===== config.mk =====
export PLATFORM = sky130hd
export DESIGN_NAME = idct4_pipe
export DESIGN_NICKNAME = d
export VERILOG_FILES = /design/src/rtl/idct4_pipe.sv
export SDC_FILE = /design/constraint.sdc
export NUM_CORES = 1
export LEC_CHECK = 0
export BUFFER_PORTS_ARGS = -buffer_cell sky130_fd_sc_hd__buf_2
export CAP_MARGIN = 20
export CORE_MARGIN = 1
export CORE_UTILIZATION = 40
export DETAILED_ROUTE_END_ITERATION = 12
export GPL_TIMING_DRIVEN = 0
export PLACE_DENSITY = 0.59
export SYNTH_ARGS = -nofsm -noshare
export SYNTH_HDL_FRONTEND = slang
export SYNTH_SLANG_ARGS = --single-unit

===== constraint.sdc =====
create_clock -name clk -period 13.6 [get_ports clk]
set_input_delay 2.04 -clock clk [delete_from_list [all_inputs] [get_ports clk]]
set_output_delay 2.04 -clock clk [all_outputs]
set_load 0.01 [all_outputs]

===== src/rtl/idct4_pipe.sv =====
// idct4_pipe: 3-stage pipelined 4-point HEVC inverse DCT (64/83/36 kernel) with a per-vector rounding shift.
// Define IDCT4_CLIP_EN to saturate each output lane and report it on sat_flag; otherwise lanes wrap to OUT_W bits.
module idct4_pipe #(
  parameter int IN_W   = 16,
  parameter int OUT_W  = 16,
  parameter int SHIFT1 = 7,
  parameter int SHIFT2 = 12
) (
  input  logic                    clk,
  input  logic                    reset,
  input  logic                    in_valid,
  output logic                    in_ready,
  input  logic                    stage_sel,
  input  logic signed [IN_W-1:0]  x0,
  input  logic signed [IN_W-1:0]  x1,
  input  logic signed [IN_W-1:0]  x2,
  input  logic signed [IN_W-1:0]  x3,
  output logic                    out_valid,
  input  logic                    out_ready,
  output logic signed [OUT_W-1:0] y0,
  output logic signed [OUT_W-1:0] y1,
  output logic signed [OUT_W-1:0] y2,
  output logic signed [OUT_W-1:0] y3,
  output logic                    sat_flag
);
  localparam int ACC_W = IN_W + 10;
  localparam logic signed [ACC_W-1:0] C83  = ACC_W'(83);
  localparam logic signed [ACC_W-1:0] C36  = ACC_W'(36);
  localparam logic signed [ACC_W-1:0] RND1 = ACC_W'(1) << (SHIFT1 - 1);
  localparam logic signed [ACC_W-1:0] RND2 = ACC_W'(1) << (SHIFT2 - 1);
`ifdef IDCT4_CLIP_EN
  localparam logic signed [ACC_W-1:0] OMAX = ACC_W'((2 ** (OUT_W - 1)) - 1);
  localparam logic signed [ACC_W-1:0] OMIN = ~OMAX;
`endif

  logic                    en;
  logic signed [IN_W-1:0]  x_in [4];
  logic signed [ACC_W-1:0] xs [4];
  logic signed [ACC_W-1:0] e0_next, e1_next, o0_next, o1_next;
  logic signed [ACC_W-1:0] e0_reg, e1_reg, o0_reg, o1_reg;
  logic                    valid1_reg, sel1_reg, valid2_reg, sel2_reg;
  logic signed [ACC_W-1:0] sum_next [4];
  logic signed [ACC_W-1:0] sum_reg [4];
  logic signed [OUT_W-1:0] lane_next [4];
  logic [3:0]              clip_lane;
  logic signed [OUT_W-1:0] y_reg [4];
  logic                    out_valid_reg, sat_reg;

  // One global advance: a stalled output freezes every stage, bubbles included.
  assign en       = !out_valid_reg || out_ready;
  assign in_ready = en;

  assign x_in[0] = x0;
  assign x_in[1] = x1;
  assign x_in[2] = x2;
  assign x_in[3] = x3;

  for (genvar gi = 0; gi < 4; gi++) begin : g_sext
    assign xs[gi] = {{(ACC_W - IN_W){x_in[gi][IN_W-1]}}, x_in[gi]};
  end

  always_comb begin
    e0_next = (xs[0] + xs[2]) <<< 6;
    e1_next = (xs[0] - xs[2]) <<< 6;
    o0_next = C83 * xs[1] + C36 * xs[3];
    o1_next = C36 * xs[1] - C83 * xs[3];
  end

  always_comb begin
    sum_next[0] = e0_reg + o0_reg;
    sum_next[1] = e1_reg + o1_reg;
    sum_next[2] = e1_reg - o1_reg;
    sum_next[3] = e0_reg - o0_reg;
  end

  for (genvar gi = 0; gi < 4; gi++) begin : g_lane
    logic signed [ACC_W-1:0] rnd, shf;

    // Round-half-up then arithmetic shift, i.e. floor after the offset add.
    always_comb begin
      rnd = sum_reg[gi] + (sel2_reg ? RND2 : RND1);
      shf = sel2_reg ? (rnd >>> SHIFT2) : (rnd >>> SHIFT1);
    end

`ifdef IDCT4_CLIP_EN
    logic signed [OUT_W-1:0] lane_y;
    logic                    lane_clip;

    always_comb begin
      lane_y    = shf[OUT_W-1:0];
      lane_clip = 1'b0;
      if (shf > OMAX) begin
        lane_y    = OMAX[OUT_W-1:0];
        lane_clip = 1'b1;
      end else if (shf < OMIN) begin
        lane_y    = OMIN[OUT_W-1:0];
        lane_clip = 1'b1;
      end
    end

    assign lane_next[gi] = lane_y;
    assign clip_lane[gi] = lane_clip;
`else
    logic lane_unused;

    assign lane_unused   = ^shf[ACC_W-1:OUT_W];
    assign lane_next[gi] = shf[OUT_W-1:0];
    assign clip_lane[gi] = 1'b0;
`endif
  end

  always_ff @(posedge clk or posedge reset) begin
    if (reset) begin
      valid1_reg    <= 1'b0;
      sel1_reg      <= 1'b0;
      e0_reg        <= '0;
      e1_reg        <= '0;
      o0_reg        <= '0;
      o1_reg        <= '0;
      valid2_reg    <= 1'b0;
      sel2_reg      <= 1'b0;
      sum_reg       <= '{default: '0};
      out_valid_reg <= 1'b0;
      y_reg         <= '{default: '0};
      sat_reg       <= 1'b0;
    end else if (en) begin
      valid1_reg    <= in_valid;
      sel1_reg      <= stage_sel;
      e0_reg        <= e0_next;
      e1_reg        <= e1_next;
      o0_reg        <= o0_next;
      o1_reg        <= o1_next;
      valid2_reg    <= valid1_reg;
      sel2_reg      <= sel1_reg;
      sum_reg       <= sum_next;
      out_valid_reg <= valid2_reg;
      y_reg         <= lane_next;
      sat_reg       <= |clip_lane;
    end
  end

  assign out_valid = out_valid_reg;
  assign sat_flag  = sat_reg;
  assign y0        = y_reg[0];
  assign y1        = y_reg[1];
  assign y2        = y_reg[2];
  assign y3        = y_reg[3];

endmodule


==> metrics.txt <==
status=completed; worst hold slack=between 0.4 and 0.5 ns; CTS Hold Bufs=0; Hold Path Origin=valid2_reg; TritonCTS buffer count=26; Setup violations, final=0; number of global-route vias before repair=~18000; grt met3 use=under 10%; Post-Syn Area=approximately 22000 um2; fill count=around 5600; minimum clock period=7.84 ns; Layout area overhead=11.4%; worst-margin pin slew=around 1.2 ns; share of cells above drive strength 1=8.81%; total die area=~57000 um2; Worst R2R Start=sel2_reg; Hold Path Cell Cnt=1; Max clock buf depth=3; slowest CP cell=fa_1; Clock Skew=approximately 0.015 ns; number of synthesized flops with an enable pin=0; First-pass DRT Iterations=5; reg2reg path depth=12; DR WL/cell=18.5 um; Initial Util=roughly 40%; clk_lat worst skew=around 0.56 ns; RSZ-0062 raised after global routing=no; Die H=roughly 240 um; Leak=around 12 nW; routing usage on met2=40.3%; Place WS=between 5 and 6 ns; async set or reset register ratio after synthesis=100%; total gr overflow=0; PD cells=about 250 nW/um2; ANT nets after route=0; CP Launch Type=primary input; final wirelength=65000 um; core box area=55100 um2; fin crit share=between 50% and 60%; crit path capture type=flop; Unique masters post-synth=83; max FFs per register=80; hpwl dp=53400 um; GRT Util Overall=23.0%; Syn Area/Cell=approximately 8.6 um2; Via density=5.19; Layout Nets=approximately 3200; post-CTS sizing=0; Final Core Density=approximately 45%; Clock Sink Count=approximately 230; die width=between 200 and 250 um; Max Slew Vio Count=0; first-pass GRT wire length=slightly above 100000 um; WS Path Type=in -> reg; Max VDD drop=110 uV; synthesis warning total=0; Net Count, Synth=3066; synthesis-stage register bit count=roughly 230; Setup Buffers After CTS=0; CTS tree=done; worst path required time=14.00 ns; largest net degree at the start of global routing=between 100 and 150; Hold Path End=out_valid; routability cong.=between 0.9 and 1; M1 GR Usage=a little under a third; Largest stage delay, worst path=about 0.55 ns; Reg2Reg Setup Slack=roughly 9.3 ns; Critical Path AT=a little over 8 ns; worst min path class=reg -> reg; I/O Buffers=~130; Synth Flop Type=dfrtp_1; CTS H-tree lvls=1; Iteration-0 DRC Markers=between 900 and 1000; Residual DRC=0; sequential share of the synthesized area=26.1%; PnR worst setup slack=roughly 5.8 ns; GR peak layer=met2; via count=~18000; Achievable Freq=~130 MHz; reg2reg end=y0[15]; relative slew slack=about 23%; crit path max fanout=7; maxcap violations=0; Synth Instances=between 2000 and 3000; initial antenna violation count=1; final setup TNS=0 ns; CTS root buffer=clkbuf_16; Std-Cell Rows=86; Worst-path clk slew=0.06 ns; I/O pin count=between 100 and 150; Final Hold Viols=0
[layout make-up]
| type | instances | area, um2 | area share [%] |
|---|---|---|---|
| Antenna cell | 1 | 2.50 | 0.0101 |
| Buffer | 97 | 409 | 1.65 |
| Clock buffer | 36 | 790 | 3.18 |
| Clock inverter | 11 | 98.8 | 0.398 |
| Inverter | 318 | 1200 | 4.84 |
| Multi-Input combinational cell | 1941 | 14900 | 59.9 |
| Sequential cell | 232 | 5810 | 23.4 |
| Tap cell | 748 | 936 | 3.77 |
| Timing Repair Buffer | 136 | 713 | 2.87 |
[Yosys cell counts, types with 27 or more instances]
library cell  count  area [um2]
xor2_1           70         613
nor2b_1          27         169
nor2_1          240         901
nor3_1           27         135
o21ai_0         160         801
ha_1            313        3920
a21oi_1         196         981
dfrtp_1         232        5810
fa_1             96        1920
clkbuf_1         74         278
xnor2_1         152        1330
a21o_1           47         353
nand2_1         235         882
nand3_1          45         225
inv_1           318        1190
[how the worst max path moves through the flow]
| stage | start | slack, ns | end | cells after the start |
|---|---|---|---|---|
| final | x3[1] | 5.76 | o0_reg[24] | 29 |
| after global routing | x3[1] | 5.37 | o0_reg[24] | 28 |
| after CTS | x3[1] | 5.78 | o0_reg[18] | 28 |
| after detailed placement | x3[1] | 5.23 | o0_reg[18] | 28 |
| after global placement | reset | 2.63 | e1_reg[21] | 2 |
| after floorplan | reset | 5.20 | e0_reg[10] | 1 |
[cells by family after synthesis]
logic type / after synthesis / share of synthesized area [%]
flops: 232 / 26.1
mux: 33 / 1.56
xor+xnor: 222 / 8.72
buf+inv: 415 / 7.19
other cells: 1 / 0.0168
compound gates: 578 / 16.0
simple gates: 698 / 14.2
fa+ha+maj: 409 / 26.2
[worst max-delay path, delay by kind of cell]
family	cells	cell delay [ns]
xor gates and xnor gates	2	0.37
adders and majority gates	8	2.91
buffers and inverters	4	0.35
and+or+nand+nor	5	0.54
AOI/OAI and AO/OA	10	2.00
[cells in the final DEF (no fill, tap or decap), types with 45 or more instances in the layout]
| cell | n |
|---|---|
| inv_1 | 317 |
| ha_1 | 313 |
| nor2_1 | 240 |
| nand2_1 | 235 |
| dfrtp_1 | 232 |
| a21oi_1 | 196 |
| o21ai_0 | 160 |
| xnor2_1 | 152 |
| buf_2 | 138 |
| fa_1 | 96 |
| clkbuf_1 | 75 |
| xor2_1 | 70 |
| a21o_1 | 47 |
| nand3_1 | 45 |
[layer usage]
layer,up-vias,share of wire [%]
met1,8690,45
met4,0,2.7
met3,103,4.4
met2,449,48
li1,9031,-
met5,-,0
[report_power, final]
group          internal, mW  switching, mW  total (mW)  leakage [nW]
registers              1.05          0.326        1.38          2.71
clock network         0.425          0.298       0.722         0.440
logic                  1.73           2.47        4.20          8.74
total                  3.21           3.09        6.30          11.9
[stage by stage]
stage / area (um2) / instances / power (mW)
floorplan: 22300 / 2588 / 4.37
global placement: 23900 / 3470 / 5.47
detailed placement: 23900 / 3472 / 5.56
CTS: 24800 / 3519 / 6.31
global route: 24800 / 3519 / 6.90
finish: 24800 / 3520 / 6.30
Note: power is estimated with default switching activity, not from simulation.
